===== src/rtl/pc_pkg.sv =====
// Shared definitions for the program counter unit: next-PC operation codes.
package pc_pkg;
  localparam int OP_W = 3;

  localparam logic [OP_W-1:0] OP_INC    = 3'd0;
  localparam logic [OP_W-1:0] OP_JUMP   = 3'd1;
  localparam logic [OP_W-1:0] OP_BRANCH = 3'd2;
  localparam logic [OP_W-1:0] OP_CALL   = 3'd3;
  localparam logic [OP_W-1:0] OP_RET    = 3'd4;
  localparam logic [OP_W-1:0] OP_NOP    = 3'd5;
endpackage


===== src/rtl/pc_return_stack.sv =====
// Bounded LIFO of return addresses; push ignored when full, pop ignored when empty.
module pc_return_stack #(
  parameter int WIDTH = 8,
  parameter int DEPTH = 4,
  localparam int SP_W = $clog2(DEPTH + 1)
) (
  input  logic             clk,
  input  logic             reset,
  input  logic             push,
  input  logic             pop,
  input  logic [WIDTH-1:0] din,
  output logic [WIDTH-1:0] dout,
  output logic [SP_W-1:0]  sp,
  output logic             full,
  output logic             empty
);
  logic [WIDTH-1:0] r_mem [DEPTH];
  logic [SP_W-1:0]  r_sp;

  assign sp    = r_sp;
  assign full  = (r_sp == SP_W'(DEPTH));
  assign empty = (r_sp == '0);

  always_ff @(posedge clk) begin
    if (!reset)
      r_sp <= '0;
    else if (push && !full)
      r_sp <= r_sp + 1'b1;
    else if (pop && !empty)
      r_sp <= r_sp - 1'b1;
  end

  // Entry storage is left unreset; only sp defines which entries are live.
  always_ff @(posedge clk) begin
    if (reset && push && !full)
      for (int i = 0; i < DEPTH; i++)
        if (SP_W'(i) == r_sp) r_mem[i] <= din;
  end

  always_comb begin
    dout = '0;
    for (int i = 0; i < DEPTH; i++)
      if (SP_W'(i + 1) == r_sp) dout = r_mem[i];
  end
endmodule


===== src/rtl/program_counter_unit.sv =====
// Program counter with step/jump/relative branch, call/return stack and sticky
// stack error flags. All outputs are registered or derived from registers.
module program_counter_unit
  import pc_pkg::*;
#(
  parameter int                 WIDTH        = 8,
  parameter int unsigned        STEP         = 1,
  parameter int                 OFS_W        = 8,
  parameter int                 DEPTH        = 4,
  parameter logic [WIDTH-1:0]   RESET_VECTOR = '0
) (
  input  logic                       clk,
  input  logic                       reset,
  input  logic                       en,
  input  logic                       stall,
  input  logic [OP_W-1:0]            op,
  input  logic [WIDTH-1:0]           target,
  input  logic [OFS_W-1:0]           offset,
  output logic [WIDTH-1:0]           pc,
  output logic [$clog2(DEPTH+1)-1:0] sp,
  output logic                       stack_full,
  output logic                       stack_empty,
  output logic                       err_ovf,
  output logic                       err_unf
);
  logic [WIDTH-1:0] r_pc;
  logic             r_err_ovf;
  logic             r_err_unf;

  logic             w_active;
  logic             w_push;
  logic             w_pop;
  logic             w_full;
  logic             w_empty;
  logic [WIDTH-1:0] w_top;
  logic [WIDTH-1:0] w_seq;
  logic [WIDTH-1:0] w_ofs_ext;
  logic [WIDTH-1:0] w_pc_nxt;

  assign w_active = reset && !stall && en;
  assign w_push   = w_active && (op == OP_CALL);
  assign w_pop    = w_active && (op == OP_RET);
  assign w_seq    = r_pc + WIDTH'(STEP);

  generate
    if (WIDTH > OFS_W) begin : g_sext
      assign w_ofs_ext = {{(WIDTH-OFS_W){offset[OFS_W-1]}}, offset};
    end else begin : g_noext
      assign w_ofs_ext = offset;
    end
  endgenerate

  pc_return_stack #(.WIDTH(WIDTH), .DEPTH(DEPTH)) u_stack (
    .clk   (clk),
    .reset (reset),
    .push  (w_push),
    .pop   (w_pop),
    .din   (w_seq),
    .dout  (w_top),
    .sp    (sp),
    .full  (w_full),
    .empty (w_empty)
  );

  // A CALL on a full stack or a RET on an empty one leaves pc untouched.
  always_comb begin
    w_pc_nxt = r_pc;
    if (w_active) begin
      case (op)
        OP_INC:    w_pc_nxt = w_seq;
        OP_JUMP:   w_pc_nxt = target;
        OP_BRANCH: w_pc_nxt = r_pc + w_ofs_ext;
        OP_CALL:   if (!w_full)  w_pc_nxt = target;
        OP_RET:    if (!w_empty) w_pc_nxt = w_top;
        default:   w_pc_nxt = r_pc;
      endcase
    end
  end

  always_ff @(posedge clk) begin
    if (!reset) begin
      r_pc      <= RESET_VECTOR;
      r_err_ovf <= 1'b0;
      r_err_unf <= 1'b0;
    end else begin
      r_pc <= w_pc_nxt;
      if (w_push && w_full)  r_err_ovf <= 1'b1;
      if (w_pop  && w_empty) r_err_unf <= 1'b1;
    end
  end

  assign pc          = r_pc;
  assign stack_full  = w_full;
  assign stack_empty = w_empty;
  assign err_ovf     = r_err_ovf;
  assign err_unf     = r_err_unf;
endmodule


===== config.mk =====
export PLATFORM = sky130hd
export DESIGN_NAME = program_counter_unit
export DESIGN_NICKNAME = d
export VERILOG_FILES = /design/src/rtl/pc_pkg.sv /design/src/rtl/pc_return_stack.sv /design/src/rtl/program_counter_unit.sv
export SDC_FILE = /design/constraint.sdc
export NUM_CORES = 1
export LEC_CHECK = 0
export ABC_AREA = 0
export CAP_MARGIN = 20
export CELL_PAD_IN_SITES_DETAIL_PLACEMENT = 0
export CELL_PAD_IN_SITES_GLOBAL_PLACEMENT = 2
export CORE_MARGIN = 2
export CORE_UTILIZATION = 39
export CTS_BUF_LIST = sky130_fd_sc_hd__clkbuf_4 sky130_fd_sc_hd__clkbuf_8
export CTS_CLUSTER_DIAMETER = 150
export CTS_CLUSTER_SIZE = 12
export DETAILED_ROUTE_END_ITERATION = 8
export HOLD_SLACK_MARGIN = 0.12
export MAX_ROUTING_LAYER = met4
export PLACE_DENSITY = 0.88
export SLEW_MARGIN = 15
export SYNTH_ARGS = -nofsm -noshare
export SYNTH_HDL_FRONTEND = slang
export SYNTH_SLANG_ARGS = --single-unit
export TNS_END_PERCENT = 5

===== constraint.sdc =====
create_clock -name clk -period 5.2 [get_ports clk]
set_input_delay 1.04 -clock clk [delete_from_list [all_inputs] [get_ports clk]]
set_output_delay 1.04 -clock clk [all_outputs]
set_load 0.005 [all_outputs]

==> results of run 1 <==
-- report_power, final --
group / total [W] / switching [W] / leakage, nW / internal [W]
clock network: 0.000221 / 0.000120 / 0.0448 / 0.000101
registers: 0.000387 / 0.00000339 / 0.417 / 0.000383
logic: 0.0000707 / 0.0000342 / 0.651 / 0.0000365
total: 0.000678 / 0.000157 / 1.11 / 0.000521
-- registers in the layout, summed over array words and instances, names as in the netlist --
name           cells
err_unf            1
pc                 8
err_ovf            1
u_stack.sp         3
u_stack.r_mem     32
-- stage by stage --
stage               hold slack, ns  setup WS (ns)  cell area, µm²  utilization [%]  total power (W)
global route                 0.511           1.53            3110             48.4         0.000711
CTS                          0.480           1.67            3110             48.4         0.000685
global placement             0.464           1.46            3020             47.0         0.000466
detailed placement           0.461           1.35            3020             47.0         0.000466
finish                       0.471           1.70            3110             48.4         0.000678
floorplan                    0.464           2.51            2610                -         0.000434
-- cells in the mapped netlist, drive strengths merged (4+ instances only) --
library cell	instances	area (µm²)
nor3	5	25.0
nand2b	4	25.0
a21oi	13	65.1
o211ai	6	45.0
inv	7	26.3
a31oi	4	25.0
edfxtp	32	961
nor2b	8	57.6
dfxtp	13	260
xor2	5	43.8
clkbuf	6	23.8
nor3b	7	63.8
nand3	5	25.0
o21ai	23	115
mux2i	4	40.0
a22oi	6	45.0
buf	6	38.8
ha	14	175
nand2	16	60.1
nor2	11	41.3
a221oi	7	61.3
o31ai	5	37.5
-- layout make-up --
| class | count | area share (%) |
|---|---|---|
| Sequential cell | 45 | 39.3 |
| Clock buffer | 6 | 2.45 |
| Multi-Input combinational cell | 186 | 41.9 |
| Timing Repair Buffer | 37 | 11.9 |
| Tap cell | 77 | 3.10 |
| Inverter | 7 | 0.845 |
| Clock inverter | 2 | 0.523 |
-- cells by family (layout without fill, tap and decap cells) --
kind of cell,after synthesis,count (layout),synth area share [%]
buf+inv,19,52,3.40
flops,45,45,46.7
xor+xnor,8,8,2.68
fa+ha+maj,15,15,7.47
mux,4,4,1.53
compound gates,87,87,22.4
simple gates,72,72,15.8
-- placed cells by master, fill, tap and decap left out, drive strengths merged, types with 2 or more instances in the layout --
cell,instances
a211o,3
a211oi,3
a21boi,2
a21o,3
a21oi,13
a221oi,7
a22o,3
a22oi,6
a31oi,4
and2,2
and3,2
clkbuf,6
clkdlybuf4s50,37
dfxtp,13
edfxtp,32
ha,14
inv,7
mux2i,4
nand2,16
nand2b,4
nand3,5
nand3b,2
nor2,11
nor2b,8
nor3,5
nor3b,7
o211ai,6
o21ai,23
o21bai,2
o31ai,5
or3,3
xnor2,3
xor2,5
-- routing by layer --
| layer | vias to the layer above | GRT usage, % | wire, µm |
|---|---|---|---|
| li1 | 1026 | - | - |
| met1 | 927 | 25.8 | 2950 |
| met2 | 54 | 27.6 | 2780 |
| met3 | 7 | 3.37 | 305 |
| met4 | 0 | 4.47 | 61 |
| met5 | - | - | 0 |
-- worst paths after layout --
kind | start | end | slack (ns) | cells past startpoint
min reg2reg | err_ovf$_SDFFE_PN0P_ | err_ovf$_SDFFE_PN0P_ | 0.47 | 1
min | err_ovf$_SDFFE_PN0P_ | err_ovf$_SDFFE_PN0P_ | 0.47 | 1
max reg2reg | u_stack.sp[2]$_SDFFE_PN0P_ | pc[7]$_SDFFE_PN0P_ | 2.71 | 7
max | op[0] | u_stack.r_mem[1][7]$_DFFE_PP_ | 1.70 | 4
-- worst reg2reg max path, delay by kind of cell (launching register included) --
family                   cells  cell delay [ns]
AO/OA/AOI/OAI                5             1.12
adder cells (fa/ha/maj)      1             0.42
buffers and inverters        1             0.11
flip-flops                   1             0.74
==> results.md, run 1 <==
- Ys Warns: 0
- Max-cap viol count: 0
- Overflow left after global routing: 0
- Slew @ Worst Pin: ~1.1 ns
- Clock Latency Late Sink: approximately 0.30 ns
- Setup TNS: 0 ns
- CTS Sinks: 45
- Dpl hpwl: between 4000 and 5000 µm
- Post-cts resize count: 0
- Via density: 5.59
- Initial DRT Pass Iterations: 4
- Share of layout cells above drive strength 1: 5.30%
- P_leak: around 1.1 nW
- Hold Violations, Final: 0
- Reg area: between 1000 and 1500 µm²
- Post-DRT Antenna Nets: 0
- Layout area overhead: 19.0%
- Flops & latches, synth: 45
- EDFF count, synth: 32
- HP Class: flip-flop to flip-flop
- Clock buffer depth: 2
- CP Cell Sequence: clkdlybuf4s50_1 > nor2b_4 > nand3_1 > nor3b_1
- Die Wd: ~86 µm
- Worst Path Arrival: 3.42 ns
- Layout Cells excl Fill: 360
- Syn_nets: roughly 290
- DRT iter0 DRCs: between 90 and 100
- Setup crit start kind: input port
- Crit-path max FO: 16
- Status: complete, no violations
- CP required: about 5.1 ns
- Synth Instances: 250
- PwrDens: ~220 nW/µm²
- Post-synth ARST share: 0%
- Row cnt: 29
- Max H-tree Level: 2
- CP top delay family: simple AND/OR/NAND/NOR gates
- Core area: roughly 6400 µm²
- Fillers: 598
- Largest stage delay, worst path: ~0.96 ns
- Slew Viols, Final: 0
- Multi-input gate area: 1300 µm²
- Avg Cell Area, Syn: 10.5 µm²
- Register area share after synthesis: a little under half
- Worst slew margin: ~27%
- Final RePlAce weighted congestion: about 0.76
- Setup violators final: 0
- RSZ-0062 raised after global routing: false
- Total track usage: a little under a fifth
- Post-Route WL: between 6000 and 7000 µm
- Post-CTS setup buffers: 0
- CTS root buf: clkbuf_8
- DR DRC count: 0
- Largest net degree at the start of global routing: 20
- PortBufs: 37
- Die area: about 7400 µm²
- Nets: 320
- Starting Density: 40.7%
- # diodes: 0
- WS Path Type: input port to flip-flop
- Vias in the first global route: roughly 2000
- First-pass GRT wire length: roughly 10000 µm
- Vias: approximately 2000
- Ys flop type: edfxtp_1
- CTS clk-pin slew, worst paths: about 0.080 ns
- Initial antenna violation count: 0
- Period utilization: about two thirds
- Setup crit end kind: flip-flop
- Peak VDD IR: slightly below 0.1 mV
- Cell Area, Synth: around 2600 µm²
- Avg WL per Cell: 17.0 µm
- Die height: about 86 µm
- CTS tree: built
- Critical Path Slowest Stage Cell: nor3b_1
- I/O pin cnt: 38
- Min cycle time layout: 3.50 ns
- TritonCTS buffer count: 5
- Crit path buf inv count: 1
- Final Skew: about 0.0097 ns
- Number of library cell types mapped by synthesis: 55
- Fmax: 286 MHz
- Placed Instances: around 350
- Hold_buf cts: 0
(Power assumes the default switching activity.)
==> inputs of run 2 (changes only) <==
--- a/config.mk
+++ b/config.mk
@@ -10,14 +10,14 @@
 export CELL_PAD_IN_SITES_DETAIL_PLACEMENT = 0
 export CELL_PAD_IN_SITES_GLOBAL_PLACEMENT = 2
 export CORE_MARGIN = 2
-export CORE_UTILIZATION = 39
+export CORE_UTILIZATION = 36
 export CTS_BUF_LIST = sky130_fd_sc_hd__clkbuf_4 sky130_fd_sc_hd__clkbuf_8
 export CTS_CLUSTER_DIAMETER = 150
 export CTS_CLUSTER_SIZE = 12
 export DETAILED_ROUTE_END_ITERATION = 8
 export HOLD_SLACK_MARGIN = 0.12
 export MAX_ROUTING_LAYER = met4
-export PLACE_DENSITY = 0.88
+export PLACE_DENSITY = 0.82
 export SLEW_MARGIN = 15
 export SYNTH_ARGS = -nofsm -noshare
 export SYNTH_HDL_FRONTEND = slang
==> constraint.sdc (replaced) <==
create_clock -name clk -period 3.4 [get_ports clk]
set_input_delay 0.68 -clock clk [delete_from_list [all_inputs] [get_ports clk]]
set_output_delay 0.68 -clock clk [all_outputs]
set_load 0.005 [all_outputs]
==> run 2 against run 1 <==
Against the previous run: clock power rose by 53%; final cell count increased by 9.4%; clock skew is 0.0021 ns lower; hold slack got worse by 0.0027 ns; non-clock buffer count grew 12; global-route usage up 0.12 points; combinational power up 61%; via count grew 4.7%; die area up 7.9%; count of clock-buffer cells in the layout decreased by 1; routed wire length is 8.8% higher; highest routed layer unchanged; first-iteration DRC count rose by 21%; critical path type is now flip-flop to output pin.
==> results.md, run 2 (synthesis results as in run 1) <==
- Status: complete, no violations (unchanged)
- PwrDens: 323 nW/µm² (was 218 nW/µm²)
- Peak VDD IR: 0.147 mV (was 0.0964 mV)
- Share of layout cells above drive strength 1: 9.15% (was 5.30%)
- Multi-input gate area: 1300 µm² (unchanged)
- Total track usage: 18.5% (was 18.4%)
- WS Path Type: flip-flop to output pin (was input port to flip-flop)
- Die Wd: 89.2 µm (was 85.9 µm)
- Via density: 5.35 (was 5.59)
- I/O pin cnt: 38 (unchanged)
- Final RePlAce weighted congestion: 0.811 (was 0.764)
- Slew @ Worst Pin: 0.632 ns (was 1.09 ns)
- Post-DRT Antenna Nets: 0 (unchanged)
- Layout area overhead: 23.6% (was 19.0%)
- Reg area: 1220 µm² (unchanged)
- Commonest non-fill, non-tap cell in the layout: clkdlybuf4s50_1 (unchanged)
- Final Skew: 0.00760 ns (was 0.00968 ns)
- RSZ-0062 raised after global routing: false (unchanged)
- Clock buffer depth: 2 (unchanged)
- Post-Route WL: 6640 µm (was 6100 µm)
- CTS Sinks: 45 (unchanged)
- Most frequent cells in the layout: 37 x clkdlybuf4s50_1, 32 x edfxtp_1, 23 x o21ai_0 (unchanged)
- Worst slew margin: 57.9% (was 27.3%)
- Slew Viols, Final: 0 (unchanged)
- Largest reg by FF count: u_stack.r_mem (unchanged)
- CP required: 2.72 ns (was 5.12 ns)
- Hold_buf cts: 0 (unchanged)
- HP Class: flip-flop to flip-flop (unchanged)
- Nets: 332 (was 320)
- Row cnt: 31 (was 29)
- Vias: 2109 (was 2014)
- Crit-path max FO: 9 (was 16)
- Hold Startpoint: err_ovf$_SDFFE_PN0P_ (unchanged)
- Min cycle time layout: between 2 and 3 ns
- Initial antenna violation count: 0 (unchanged)
- Die height: 89.2 µm (was 85.9 µm)
- Fillers: 717 (was 598)
- # diodes: 0 (unchanged)
- Max reg flops: 32 (unchanged)
- Placed Instances: 386 (was 352)
- Vias in the first global route: 2042 (was 1969)
- Avg WL per Cell: 16.9 µm (was 17.0 µm)
- Power Total: 0.00104 W (was 0.000678 W)
- Starting Density: 36.6% (was 40.7%)
- CP startpoint: u_stack.sp[0]$_SDFFE_PN0P_ (was op[0])
- DR DRC count: 0 (unchanged)
- Setup TNS: 0 ns (unchanged)
- P_leak: 1.17 nW (was 1.11 nW)
- Met1 global-route usage: 24.1% (was 25.8%)
- First-pass GRT wire length: 10600 µm (was 10100 µm)
- Fin util: 45.2% (was 48.4%)
- Setup crit start kind: flip-flop (was input port)
- Max H-tree Level: 2 (unchanged)
- Core area: 7140 µm² (was 6420 µm²)
- Setup violators final: 0 (unchanged)
- Setup crit end kind: output pin (was flip-flop)
- Overflow left after global routing: 0 (unchanged)
- M3 GR Usage: 3.05% (was 3.37%)
- Gr busiest metal: met2 (unchanged)
- Initial DRT Pass Iterations: 4 (unchanged)
- Hold Violations, Final: 0 (unchanged)
- Fmax: 352 MHz
- PortBufs: 37 (unchanged)
- Period utilization: 83.5%
- Post-CTS setup buffers: 0 (unchanged)
- CTS tree: built (unchanged)
- Largest net degree at the start of global routing: 19 (was 20)
- Dpl hpwl: 4960 µm (was 4610 µm)
- Clock Latency Late Sink: 0.30 ns (about the same)
- Max-cap viol count: 0 (unchanged)
- TritonCTS buffer count: 5 (unchanged)
- Start of the worst register-to-register path: u_stack.sp[0]$_SDFFE_PN0P_ (was u_stack.sp[2]$_SDFFE_PN0P_)
- Worst Path Arrival: 2.16 ns (was 3.42 ns)
- CTS root buf: clkbuf_8 (unchanged)
- GR Util met2: 30.1% (was 27.6%)
- DRT iter0 DRCs: 114 (was 94)
- Die area: 7960 µm² (was 7370 µm²)
- Layout Cells excl Fill: 394 (was 360)
- CTS clk-pin slew, worst paths: 0.08 ns (about the same)
- Post-cts resize count: 0 (unchanged)
[run 2: final timing paths]
check             slack [ns]                   end  depth (start not counted)
setup / recovery        0.56            stack_full                          5
hold / removal          0.47  err_ovf$_SDFFE_PN0P_                          1
setup reg to reg        1.06    pc[5]$_SDFFE_PN0P_                          7
hold reg to reg         0.47  err_ovf$_SDFFE_PN0P_                          1
[run 2: where the power goes]
part / switching [W] / internal [W] / total, W
combinational: 0.0000541 / 0.0000600 / 0.000114
clock: 0.000190 / 0.000148 / 0.000339
sequential: 0.00000545 / 0.000586 / 0.000591
total: 0.000250 / 0.000794 / 0.00104
[run 2: metrics by stage]
| step | hold slack (ns) | instance area [µm²] | worst slack [ns] |
|---|---|---|---|
| 5_1_grt | 0.489 | 3230 | 0.392 |
| 4_1_cts | 0.475 | 3230 | 0.525 |
| 2_1_floorplan | 0.464 | 2610 | 1.07 |
| 3_3_place_gp | 0.449 | 3140 | 0.523 |
| 3_5_place_dp | 0.454 | 3140 | 0.512 |
| 6_report | 0.468 | 3230 | 0.562 |
[run 2: final cells by class]
type	instances	area share (%)
Tap cell	99	3.84
Clock buffer	5	2.13
Timing Repair Buffer	49	14.3
Inverter	7	0.814
Clock inverter	3	0.775
Multi-Input combinational cell	186	40.4
Sequential cell	45	37.8
[run 2: worst max-delay path, cell delays in order, from the launching register on]
cell and delay [ns]:
dfxtp_1 0.37, inv_1 0.12, ha_1 0.36, nand2_1 0.24
inv_2 0.23, clkdlybuf4s50_1 0.54
[run 2: layer usage]
layer	part of all wire (%)	wire length [µm]
met1	46	3020
met2	49	3240
met3	4.6	303
met4	1.1	71
met5	0	0
==> inputs of run 3 (changes only) <==
==> constraint.sdc (replaced) <==
create_clock -name clk -period 2.69 [get_ports clk]
set_input_delay 0.538 -clock clk [delete_from_list [all_inputs] [get_ports clk]]
set_output_delay 0.538 -clock clk [all_outputs]
set_load 0.005 [all_outputs]
==> run 3 against run 2 <==
Against the previous run: power rose by 45%; flip-flop and latch count did not move; design area rose by 3.4%; utilization rose by 1.6 points; sequential power rose by 26%; via count rose by 1.0%; sequential share of layout area fell by 1.3 points; register-to-register slack got worse by 0.70 ns; worst setup slack got worse by 0.44 ns; non-clock buffer count rose by 9; clock skew rose by 0.0068 ns; largest cell class unchanged; largest power group unchanged; highest routed layer unchanged.
==> results.md, run 3 (synthesis results as in run 1) <==
- Worst Path Arrival: 2.03 ns (was 2.16 ns)
- Clock buffer depth: 2 (unchanged)
- Setup crit start kind: flip-flop (unchanged)
- Critical Path Slowest Stage Cell: clkdlybuf4s50_1 (unchanged)
- # diodes: 0 (unchanged)
- Sw Ratio: 20.9% (was 23.9%)
- Overflow left after global routing: 0 (unchanged)
- P_leak: 1.25 nW (was 1.17 nW)
- DR DRC count: 0 (unchanged)
- Largest stage delay, worst path: 0.54 ns (about the same)
- CP top delay family: buffers and inverters (unchanged)
- Period utilization: 95.6%
- Slew @ Worst Pin: 0.551 ns (was 0.632 ns)
- Reg2reg path depth: 7 (unchanged)
- Gr busiest metal: met2 (unchanged)
- Share of layout cells above drive strength 1: 11.8% (was 9.15%)
- Crit-path max FO: 9 (unchanged)
- Worst slew margin: 63.2% (was 57.9%)
- Clk network pwr share: 40.8% (was 32.4%)
- Starting Density: 36.6% (unchanged)
- Register share of total power: 49.4% (was 56.6%)
- Worst hold slack: 0.470 ns (was 0.468 ns)
- Die area: 7960 µm² (unchanged)
- Post-DRT Antenna Nets: 0 (unchanged)
- Total track usage: 17.8% (was 18.5%)
- PwrDens: 452 nW/µm² (was 323 nW/µm²)
- Int Power: 0.00119 W (was 0.000794 W)
- Post-CTS setup buffers: 0 (unchanged)
- CTS Sinks: 45 (unchanged)
- I/O pin cnt: 38 (unchanged)
- GR Util met2: 29.7% (was 30.1%)
- Critical path depth: 5 (unchanged)
- Multi-input gate area: 1300 µm² (unchanged)
- Most frequent cells in the layout: 37 x clkdlybuf4s50_1, 32 x edfxtp_1, 23 x o21ai_0 (unchanged)
- Max reg flops: 32 (unchanged)
- Hold Violations, Final: 0 (unchanged)
- Slew Viols, Final: 0 (unchanged)
- Layout area overhead: 27.8% (was 23.6%)
- Switch Pwr: 0.000316 W (was 0.000250 W)
- Setup crit end kind: output pin (unchanged)
- CTS tree: built (unchanged)
- Die height: 89.2 µm (unchanged)
- Row cnt: 31 (unchanged)
- Hold Path Stages: 1 (unchanged)
- Initial DRT Pass Iterations: 4 (unchanged)
- Dpl hpwl: 4870 µm (was 4960 µm)
- Max-cap viol count: 0 (unchanged)
- Core area: 7140 µm² (unchanged)
- Met1 global-route usage: 22.9% (was 24.1%)
- Avg WL per Cell: 16.0 µm (was 16.9 µm)
- Vias in the first global route: 2035 (was 2042)
- Area after DPL: 3200 µm² (was 3140 µm²)
- Crit path buf inv count: 3 (unchanged)
- Placed Instances: 395 (was 386)
- TritonCTS buffer count: 5 (unchanged)
- Clock Latency Late Sink: 0.30 ns (about the same)
- CTS clk-pin slew, worst paths: 0.09 ns (was 0.08 ns)
- Final RePlAce weighted congestion: 0.796 (was 0.811)
- RSZ-0062 raised after global routing: false (unchanged)
- Vias: 2130 (was 2109)
- Hold_buf cts: 0 (unchanged)
- CP Cell Sequence: inv_1 > ha_1 > nand2_1 > inv_2 > clkdlybuf4s50_1 (unchanged)
- Status: complete, no violations (unchanged)
- Final Skew: 0.0144 ns (was 0.00760 ns)
- Commonest non-fill, non-tap cell in the layout: clkdlybuf4s50_1 (unchanged)
- Via density: 5.29 (was 5.35)
- HP Class: flip-flop to flip-flop (unchanged)
- Setup violators final: 0 (unchanged)
- CP required: 2.15 ns (was 2.72 ns)
- CTS root buf: clkbuf_8 (unchanged)
- Post-cts resize count: 0 (unchanged)
- WS Path Type: flip-flop to output pin (unchanged)
- Fmax: ~400 MHz
- DRT iter0 DRCs: 65 (was 114)
- Combinational share of power: 9.9% (was 10.9%)
- Initial antenna violation count: 0 (unchanged)
- Nets: 341 (was 332)
- Layout Cells excl Fill: 403 (was 394)
- Reg area: 1220 µm² (unchanged)
- Largest reg by FF count: u_stack.r_mem (unchanged)
- M3 GR Usage: 2.77% (was 3.05%)
- First-pass GRT wire length: 10200 µm (was 10600 µm)
- Fillers: 702 (was 717)
- Post-Route WL: 6470 µm (was 6640 µm)
- Die Wd: 89.2 µm (unchanged)
- Max H-tree Level: 2 (unchanged)
- PortBufs: 37 (unchanged)
- Largest net degree at the start of global routing: 16 (was 19)
- Peak VDD IR: 0.261 mV (was 0.147 mV)
- Min cycle time layout: 2.57 ns
- Design area: 3340 µm² (was 3230 µm²)
[run 3: cell types whose count changed in the layout (fill, tap and decap cells not counted)]
cell        before  now
buf_4           12   21
bufinv_16        0    2
clkinv_4         1    0
clkinvlp_4       1    0
[run 3: routing by layer]
metal | wire length (µm) | vias up | part of all wire, %
met5 | 0 | - | 0
met4 | 68 | 0 | 1.1
met3 | 192 | 6 | 3.0
met2 | 3090 | 44 | 48
met1 | 3110 | 1017 | 48
li1 | - | 1063 | -
[run 3: path summary, 6_finish.rpt]
kind	start	end	slack [ns]
worst max register to register	u_stack.sp[0]$_SDFFE_PN0P_	pc[4]$_SDFFE_PN0P_	0.36
worst max-delay path	u_stack.sp[1]$_SDFFE_PN0P_	stack_full	0.12
worst min-delay path	err_ovf$_SDFFE_PN0P_	err_ovf$_SDFFE_PN0P_	0.47
worst min register to register	err_ovf$_SDFFE_PN0P_	err_ovf$_SDFFE_PN0P_	0.47
[run 3: layout make-up]
class                      instances  share of cell area (%)
clock buffer                       5                    2.06
timing repair buffer              58                    15.8
sequential                        45                    36.6
clock inverter                     3                    2.06
tap                               99                    3.71
multi-input combinational        186                    39.0
inverter                           7                   0.787
[run 3: worst reg2reg max path: stages, from the launching register on]
cell      delay (ns)
dfxtp_1         0.43
inv_1           0.11
ha_1            0.35
nor2b_1         0.50
a22oi_1         0.15
o31ai_1         0.35
o211ai_1        0.18
a41oi_1         0.18
[run 3: power groups by stage]
stage / combinational [W] / clock [W] / sequential (W)
after floorplan: 0.0000768 / 0 / 0.000762
after global placement: 0.000150 / 0 / 0.000762
after detailed placement: 0.000150 / 0 / 0.000762
after CTS: 0.000151 / 0.000629 / 0.000746
after global routing: 0.000165 / 0.000652 / 0.000747
final: 0.000149 / 0.000616 / 0.000746
[run 3: per-stage QoR]
step | utilization (%) | worst slack (ns) | TNS (ns) | power, W
6_report | 46.8 | 0.118 | 0 | 0.00151
5_1_grt | 46.8 | 0.0202 | 0 | 0.00156
4_1_cts | 46.8 | 0.0952 | 0 | 0.00153
3_5_place_dp | 44.9 | -0.00169 | -0.00169 | 0.000912
3_3_place_gp | 44.9 | -0.00769 | -0.00769 | 0.000912
2_1_floorplan | - | 0.498 | 0 | 0.000839
